### src/rtl/cpu_pkg.sv
// Shared CPU definitions: ALU opcodes and the linear-search sequencer states.
package cpu_pkg;

  localparam logic [3:0] ALU_AND = 4'b0000;
  localparam logic [3:0] ALU_OR  = 4'b0001;
  localparam logic [3:0] ALU_ADD = 4'b0010;
  localparam logic [3:0] ALU_XOR = 4'b0101;
  localparam logic [3:0] ALU_SUB = 4'b0110;
  localparam logic [3:0] ALU_SLT = 4'b0111;

  typedef enum logic [1:0] {
    S_IDLE,
    S_FETCH,
    S_CMP,
    S_DONE
  } search_state_e;

endpackage

### src/rtl/linear_search_ctrl.sv
// Scans memory from base_addr for key using the shared ALU's subtract/zero flag;
// reports the first matching offset with a one-cycle done pulse.
module linear_search_ctrl
  import cpu_pkg::*;
#(
  parameter int DATA_W = 32,
  parameter int ADDR_W = 8
) (
  input  logic              clk,
  input  logic              reset,
  input  logic              start,
  input  logic [DATA_W-1:0] key,
  input  logic [ADDR_W-1:0] base_addr,
  input  logic [ADDR_W:0]   length,
  output logic [ADDR_W-1:0] mem_addr,
  output logic              mem_re,
  input  logic [DATA_W-1:0] mem_rdata,
  output logic [DATA_W-1:0] alu_a,
  output logic [DATA_W-1:0] alu_b,
  output logic [3:0]        alu_control,
  input  logic              alu_zero,
  output logic              busy,
  output logic              done,
  output logic              found,
  output logic [ADDR_W-1:0] index
);

  search_state_e state_q, state_d;

  logic [DATA_W-1:0] key_q;
  logic [ADDR_W-1:0] base_q;
  logic [ADDR_W:0]   len_q;
  logic [ADDR_W:0]   idx_q;   // one bit wider than an address so a full 2^ADDR_W scan terminates
  logic [ADDR_W-1:0] addr_q;
  logic              found_q;
  logic [ADDR_W-1:0] index_q;
  logic              last_elem;

  assign last_elem = (idx_q == len_q - (ADDR_W+1)'(1));

  always_comb begin
    state_d = state_q;
    case (state_q)
      S_IDLE:  if (start) state_d = (length == '0) ? S_DONE : S_FETCH;
      S_FETCH: state_d = S_CMP;
      S_CMP:   state_d = (alu_zero || last_elem) ? S_DONE : S_FETCH;
      S_DONE:  state_d = S_IDLE;
      default: state_d = S_IDLE;
    endcase
  end

  // Address wraps modulo 2^ADDR_W; it is held between fetches.
  always_comb begin
    mem_re      = (state_q == S_FETCH);
    mem_addr    = mem_re ? (base_q + idx_q[ADDR_W-1:0]) : addr_q;
    alu_control = ALU_SUB;
    alu_a       = (state_q == S_CMP) ? mem_rdata : '0;
    alu_b       = (state_q == S_CMP) ? key_q : '0;
    busy        = (state_q != S_IDLE);
    done        = (state_q == S_DONE);
  end

  assign found = found_q;
  assign index = index_q;

  // NOTE: sequential state uses non-blocking assignments so every register samples pre-edge values.
  always_ff @(posedge clk) begin
    if (reset) begin
      state_q <= S_IDLE;
      key_q   <= '0;
      base_q  <= '0;
      len_q   <= '0;
      idx_q   <= '0;
      addr_q  <= '0;
      found_q <= 1'b0;
      index_q <= '0;
    end else begin
      state_q <= state_d;
      addr_q  <= mem_addr;
      case (state_q)
        S_IDLE: begin
          if (start) begin
            key_q   <= key;
            base_q  <= base_addr;
            len_q   <= length;
            idx_q   <= '0;
            found_q <= 1'b0;
            index_q <= '0;
          end
        end
        S_CMP: begin
          if (alu_zero) begin
            found_q <= 1'b1;
            index_q <= idx_q[ADDR_W-1:0];
          end else if (!last_elem) begin
            idx_q <= idx_q + (ADDR_W+1)'(1);
          end
        end
        default: ;
      endcase
    end
  end

endmodule

### config.mk
export PLATFORM = sky130hd
export DESIGN_NAME = linear_search_ctrl
export DESIGN_NICKNAME = d
export VERILOG_FILES = /design/src/rtl/cpu_pkg.sv /design/src/rtl/linear_search_ctrl.sv
export SDC_FILE = /design/constraint.sdc
export NUM_CORES = 1
export LEC_CHECK = 0
export ABC_AREA = 1
export CAP_MARGIN = 20
export CORE_MARGIN = 2
export CORE_UTILIZATION = 25
export DETAILED_ROUTE_END_ITERATION = 12
export GPL_ROUTABILITY_DRIVEN = 0
export SLEW_MARGIN = 20
export SYNTH_ARGS = -nofsm -noshare
export SYNTH_HDL_FRONTEND = slang
export SYNTH_SLANG_ARGS = --single-unit
### constraint.sdc
create_clock -name clk -period 2.8 [get_ports clk]
set_clock_uncertainty 0.2 [all_clocks]
set_input_delay 0.42 -clock clk [delete_from_list [all_inputs] [get_ports clk]]
set_output_delay 0.42 -clock clk [all_outputs]
set_load 0.05 [all_outputs]
; Yosys cells after proc, flatten, opt, wreduce, memory -nomap -nowiden
; Cells that the tools add are included.
[word_totals]
reg_bits = 77
input_bits = 85
output_inout_bits = 88
word_cells = 44
[op_classes]
n_addsub = 3
n_eq_ne = 8
muxes = 17
n_reduce_logical = 8
[op_table]
columns = cell, n
row1 = $mux W32, 2
row2 = $mux W9, 3
row3 = $mux W8, 3
row4 = $pmux W9 S2, 1
row5 = $pmux W8 S2, 1
row6 = $add A9 B1 Y9 const B, 1
row7 = $eq A9 B9 Y1, 1
row8 = $logic_not A9 Y1, 1
row9 = $sub A9 B1 Y9 const B, 1
row10 = $add A8 B8 Y8, 1
row11 = $ne A2 B2 Y1 const B, 4
row12 = $pmux W2 S4, 1
row13 = $mux W2, 3
row14 = $eq A2 B2 Y1 const B, 2
row15 = $reduce_and A4 Y1, 1
row16 = $reduce_bool A2 Y1, 2
row17 = $reduce_and A3 Y1, 1
row18 = $eq A2 B1 Y1 const B, 1
row19 = $logic_not A2 Y1, 1
row20 = $mux W1, 2
row21 = $pmux W1 S2, 1
row22 = $reduce_and A2 Y1, 1
row23 = $logic_or A1 B1 Y1, 1

; Longest topological paths before layout
[logic_depth]
ltp_word = 5
depth_mapped = 15
ltp_nobuf = 15

; Worst setup path before layout
; OpenSTA, ideal clock, no wires.
[synth_path]
path_type = register to output
from = register idx_q[0]
to = output port mem_addr[6]
arrival_time_ns = 2.210
required_ns = 2.180
slack_ns = -0.030
path_stages_with_launch = 12
path_buffers = 0
path_cell_list = dfxtp_1 > ha_1 > inv_1 > fa_1 > inv_1 > nand3_1 > nand2_1 > nand2_1 > nand2_1 > a21oi_1 > xor2_1 > o21ai_1
[synth_between]
elab_chain_len = 2
[synth_lines]
columns = item, line_no
row1 = "start, declared", linear_search_ctrl.sv:33  ; logic [ADDR_W:0] idx_q;
row2 = "start signal, assigned", linear_search_ctrl.sv:96  ; idx_q <= idx_q + (ADDR_W+1)'(1);
row3 = $add A8 B8 Y8, linear_search_ctrl.sv:55  ; mem_addr = mem_re ? (base_q + idx_q[ADDR_W-1:0]) : addr_q;
row4 = $mux W8, linear_search_ctrl.sv:55
row5 = "end, declared", linear_search_ctrl.sv:15  ; output logic [ADDR_W-1:0] mem_addr,
; Every way passes these cells.

; Worst setup path after layout
[layout_path]
from = register base_q[0]
to = output port mem_addr[6]
[layout_between]
elab_chain_len = 2
[layout_lines]
columns = item, line_no
row1 = "start, declared", linear_search_ctrl.sv:31  ; logic [ADDR_W-1:0] base_q;
row2 = "start signal, assigned", linear_search_ctrl.sv:84  ; base_q <= base_addr;
row3 = $add A8 B8 Y8, linear_search_ctrl.sv:55
row4 = $mux W8, linear_search_ctrl.sv:55
; Every way passes these cells.

==> key figures <==
STA
  – Setup tns final: 0 ns
  – Final cycle utilization of the critical path: 96.4%
  – Normalized max-slew margin: 61.9%
  – Highest clock frequency the design can meet: 371 MHz
  – Total of endpoints with negative setup slack in the final report: 0
  – Unrepaired setup endpoints after global routing: true
  – Final count of pins violating max slew: 0
  – Final Critical Period: 2.70 ns
  – Number of failing hold endpoints at the final stage: 0
  – Worst-margin pin slew: 0.570 ns
  – Worst hold slack across all endpoints: 0.249 ns

Worst hold path
  – Startpoint of the lowest-slack hold path: key_q[18]
  – Worst hold path class: reg2reg
  – WHS Path Cells: 2

Drt
  – Aggregate routed wire length: 12200 um
  – Antenna-violating nets left: 0
  – Drt first-iter violations: 229
  – Total via count after detailed routing: 4103
  – Count of unresolved DRC violations after routing: 0
  – Total iterations of the first detailed-routing run: 4
  – Routed wirelength normalized by instance count: 12.4 um
  – Post-DR vias/cell: 4.16

Logic synthesis
  – Commonest register cell after synthesis: sky130_fd_sc_hd__dfxtp_1
  – Cell type contributing the most total cell area after synthesis: sky130_fd_sc_hd__dfxtp_1
  – Number of distinct standard cells referenced by the synthesized netlist: 37
  – Area share of and/or/nand/nor cells after synthesis: 25.6%
  – Netlist Area Pre-Place: 4050 um^2
  – Register bit total from synthesis: 77
  – Share of flip-flops with an asynchronous set or reset: 0%
  – Synth cell count leaders: sky130_fd_sc_hd__nor2_1 (99), sky130_fd_sc_hd__inv_1 (96), sky130_fd_sc_hd__dfxtp_1 (77)
  – Share of cell area taken by muxes after synthesis: 0%
  – Sequential share of the synthesized area: 38.0%
  – Post-synth EDFFs: 0
  – Adder and majority gate portion of the synthesized area: 3.27%
  – Share of the synthesized area in the top cell type: 38.0%
  – Combinational family with the most area after synthesis: simple AND/OR/NAND/NOR gates
  – Synth warnings: 0
  – Compound-cell area share of the yosys netlist: 16.4%
  – Average footprint of a synthesized cell: 6.72 um^2
  – Count leader, synth: sky130_fd_sc_hd__nor2_1
  – Xor/xnor cell area share of the yosys netlist: 3.02%
  – Number of instances in the synthesized netlist: 603
  – Leading cell types by total area after synthesis: sky130_fd_sc_hd__dfxtp_1 (38%), sky130_fd_sc_hd__nor2_1 (9.2%), sky130_fd_sc_hd__inv_1 (8.9%)

Clock network
  – Hold bufs inserted after CTS: 0
  – H-Tree Level Count: 3
  – Clock-pin transition on the worst setup and hold timing paths: 0.06 ns
  – CTS Sinks: 77
  – Clock tree from TritonCTS: built
  – Worst-skew pair later-pin latency: 0.35 ns
  – Cts bufs inserted: 9
  – CTS root buffer: sky130_fd_sc_hd__clkbuf_16
  – Clock Tree Buf Depth: 2

Floorplan
  – Die footprint: 17300 um^2
  – Initial core utilization: 25.5%
  – Placeable core area: 15900 um^2
  – Total I/O pin count: 173
  – Height of the die: 131 um
  – Die Wd: 131 um
  – Std-Cell Rows: 46

Pwr
  – Power density normalized to cell area: 474 nW/um^2
  – Maximum vdd ir drop: 0.318 mV
  – Standby leakage power: 2.98 nW

Cells and area
  – Number of nets in the finished design: 860
  – Share of the core filled with cells: 44.1%
  – Layout cell share with drive strength beyond 1: 19.4%
  – Area Overhead vs Synth: 73.0%
  – Number of standard cells in the layout, taps in and fillers out: 986
  – Post-Layout Inst Area: 7010 um^2
  – Diode insertion count for antenna repair: 0

Setup path
  – Cells traversed along the worst timing path: ha_4 -> inv_2 -> fa_2 -> inv_2 -> nand3_2 -> nand2_1 -> nand2_1 -> nand2_1 -> a21oi_2 -> xor2_1 -> o21ai_2 -> buf_12
  – Cell with the biggest individual delay on the critical path: sky130_fd_sc_hd__dfxtp_2
  – Beginning of the worst register-to-register path: len_q[0]
  – Most Frequent Cell on Critical Path: sky130_fd_sc_hd__nand2_1
  – Maximum fanout encountered on the critical timing path: 3
  – CP bufs+invs: 3
  – Launching instance or port of the critical path: base_q[0]
  – CP top delay family: adder cells
  – Worst Path Class, Setup: reg2out
  – Worst reg2reg setup slack: 0.63 ns
  – Critical path arrival: 2.08 ns
  – Startpoint types: flip-flop
  – Required time of the critical path: 2.18 ns
  – WP depth: 12
  – Capturing element type of the critical path: output port
  – Cells on worst reg2reg path: 12
  – Worst stage delay on the critical path: 0.35 ns

Global route
  – Total Routing Usage GR: 14.3%
  – Number of global-route vias before repair: 3812
  – Final global-route overflow total: 0
  – Met1 track demand over resource in global routing: 18.1%
  – Busiest layer in global routing: met2
  – First-pass GRT wire length: 19900 um
  – Met2 track utilization from global routing: 23.4%
  – Maximum number of pins on one net before global-route repair: 65
  – Initial antenna violation count: 0
  – GR Layer Usage met3: 4.09%

Place
  – Placed cell count: 968
  – IO buf count: 168
  – Placed standard-cell area: 6640 um^2
  – HPWL after detailed placement: 9330 um

Job
  – Maximum Capacitance Violations: 0

Outcome
  – Run status: completed
-- cell families after synthesis --
family,after synthesis
buf+inv,138
simple gates,233
other cells,2
flops,77
compound gates,129
xor+xnor,14
fa+ha+maj,10
-- cell usage in the layout (no fill, tap or decap), types with 3 or more instances in the layout --
cell / netlist / routed
sky130_fd_sc_hd__nand4_1: 3 / 3
sky130_fd_sc_hd__o21ai_1: 27 / 25
sky130_fd_sc_hd__clkbuf_16: 0 / 9
sky130_fd_sc_hd__ha_1: 9 / 7
sky130_fd_sc_hd__nor2_4: 5 / 5
sky130_fd_sc_hd__buf_4: 5 / 13
sky130_fd_sc_hd__inv_2: 11 / 13
sky130_fd_sc_hd__inv_1: 96 / 94
sky130_fd_sc_hd__dfxtp_2: 0 / 4
sky130_fd_sc_hd__nand3_1: 33 / 32
sky130_fd_sc_hd__dfxtp_1: 77 / 71
sky130_fd_sc_hd__nand2_2: 6 / 6
sky130_fd_sc_hd__xor2_1: 10 / 10
sky130_fd_sc_hd__nor2_1: 99 / 99
sky130_fd_sc_hd__o22ai_1: 7 / 7
sky130_fd_sc_hd__a21oi_1: 58 / 56
sky130_fd_sc_hd__o21ai_2: 1 / 3
sky130_fd_sc_hd__nor2_2: 5 / 5
sky130_fd_sc_hd__clkdlybuf4s50_1: 0 / 96
sky130_fd_sc_hd__nand2_1: 70 / 70
sky130_fd_sc_hd__xnor2_1: 4 / 4
sky130_fd_sc_hd__conb_1: 2 / 4
sky130_fd_sc_hd__o21ai_0: 33 / 33
sky130_fd_sc_hd__buf_12: 0 / 70
-- registers in the layout, indices dropped and copies added, names as in the netlist --
register / cells
key_q: 32
state_q: 2
index: 8
idx_q: 9
found: 1
base_q: 8
len_q: 9
addr_q: 8
-- final timing paths --
check,end
max reg2reg,idx_q[1]
min reg2reg,key_q[18]
max,mem_addr[6]
min,key_q[18]
-- through the flow --
| step | total power [mW] | worst slack [ns] |
|---|---|---|
| 2_1_floorplan | 1.76 | 0.204 |
| 4_1_cts | 3.38 | 0.00858 |
| 5_1_grt | 3.50 | -0.0274 |
| 6_report | 3.32 | 0.101 |
| 3_3_place_gp | 2.13 | 0.235 |
| 3_5_place_dp | 2.13 | 0.208 |
-- what timing repair did --
| item | in CTS | in global routing |
|---|---|---|
| gates resized for setup | 10 | 8 |
| gates cloned | 0 | 0 |
| setup buffers | 1 | 1 |
| endpoints found under the setup margin | 3 | 4 |
| pin swaps | 1 | 2 |
-- worst reg2reg max path, stage by stage (launching register included) --
cell	delay, ns
sky130_fd_sc_hd__dfxtp_1	0.35
sky130_fd_sc_hd__inv_1	0.11
sky130_fd_sc_hd__ha_1	0.34
sky130_fd_sc_hd__xor2_1	0.16
sky130_fd_sc_hd__nand3_1	0.12
sky130_fd_sc_hd__nor2_2	0.14
sky130_fd_sc_hd__nand2_2	0.07
sky130_fd_sc_hd__nor2_4	0.11
sky130_fd_sc_hd__nand3_4	0.14
sky130_fd_sc_hd__nand2_4	0.14
sky130_fd_sc_hd__inv_2	0.05
sky130_fd_sc_hd__nor2_1	0.10
sky130_fd_sc_hd__nor2_1	0.05
-- layout make-up --
class	count	area, um^2
clock buffers	11	253
clock inverters	5	58.8
fillers	1586	8870
inverters	108	408
multi-input cells	390	2010
flip-flops and latches	77	1550
well taps	216	270
repair buffers	179	2460
-- routing by layer --
metal / part of all wire (%) / wire length (um)
met1: 47 / 5690
met2: 47 / 5690
met3: 4.9 / 592
met4: 1.7 / 208
met5: 0 / 0
-- where the power goes --
part | switching [mW] | total, mW | internal [mW]
logic | 0.514 | 0.894 | 0.380
clock network | 0.474 | 1.21 | 0.739
registers | 0.0394 | 1.22 | 1.18
total | 1.03 | 3.32 | 2.30
No activity file was read; power rests on OpenSTA's default activity.
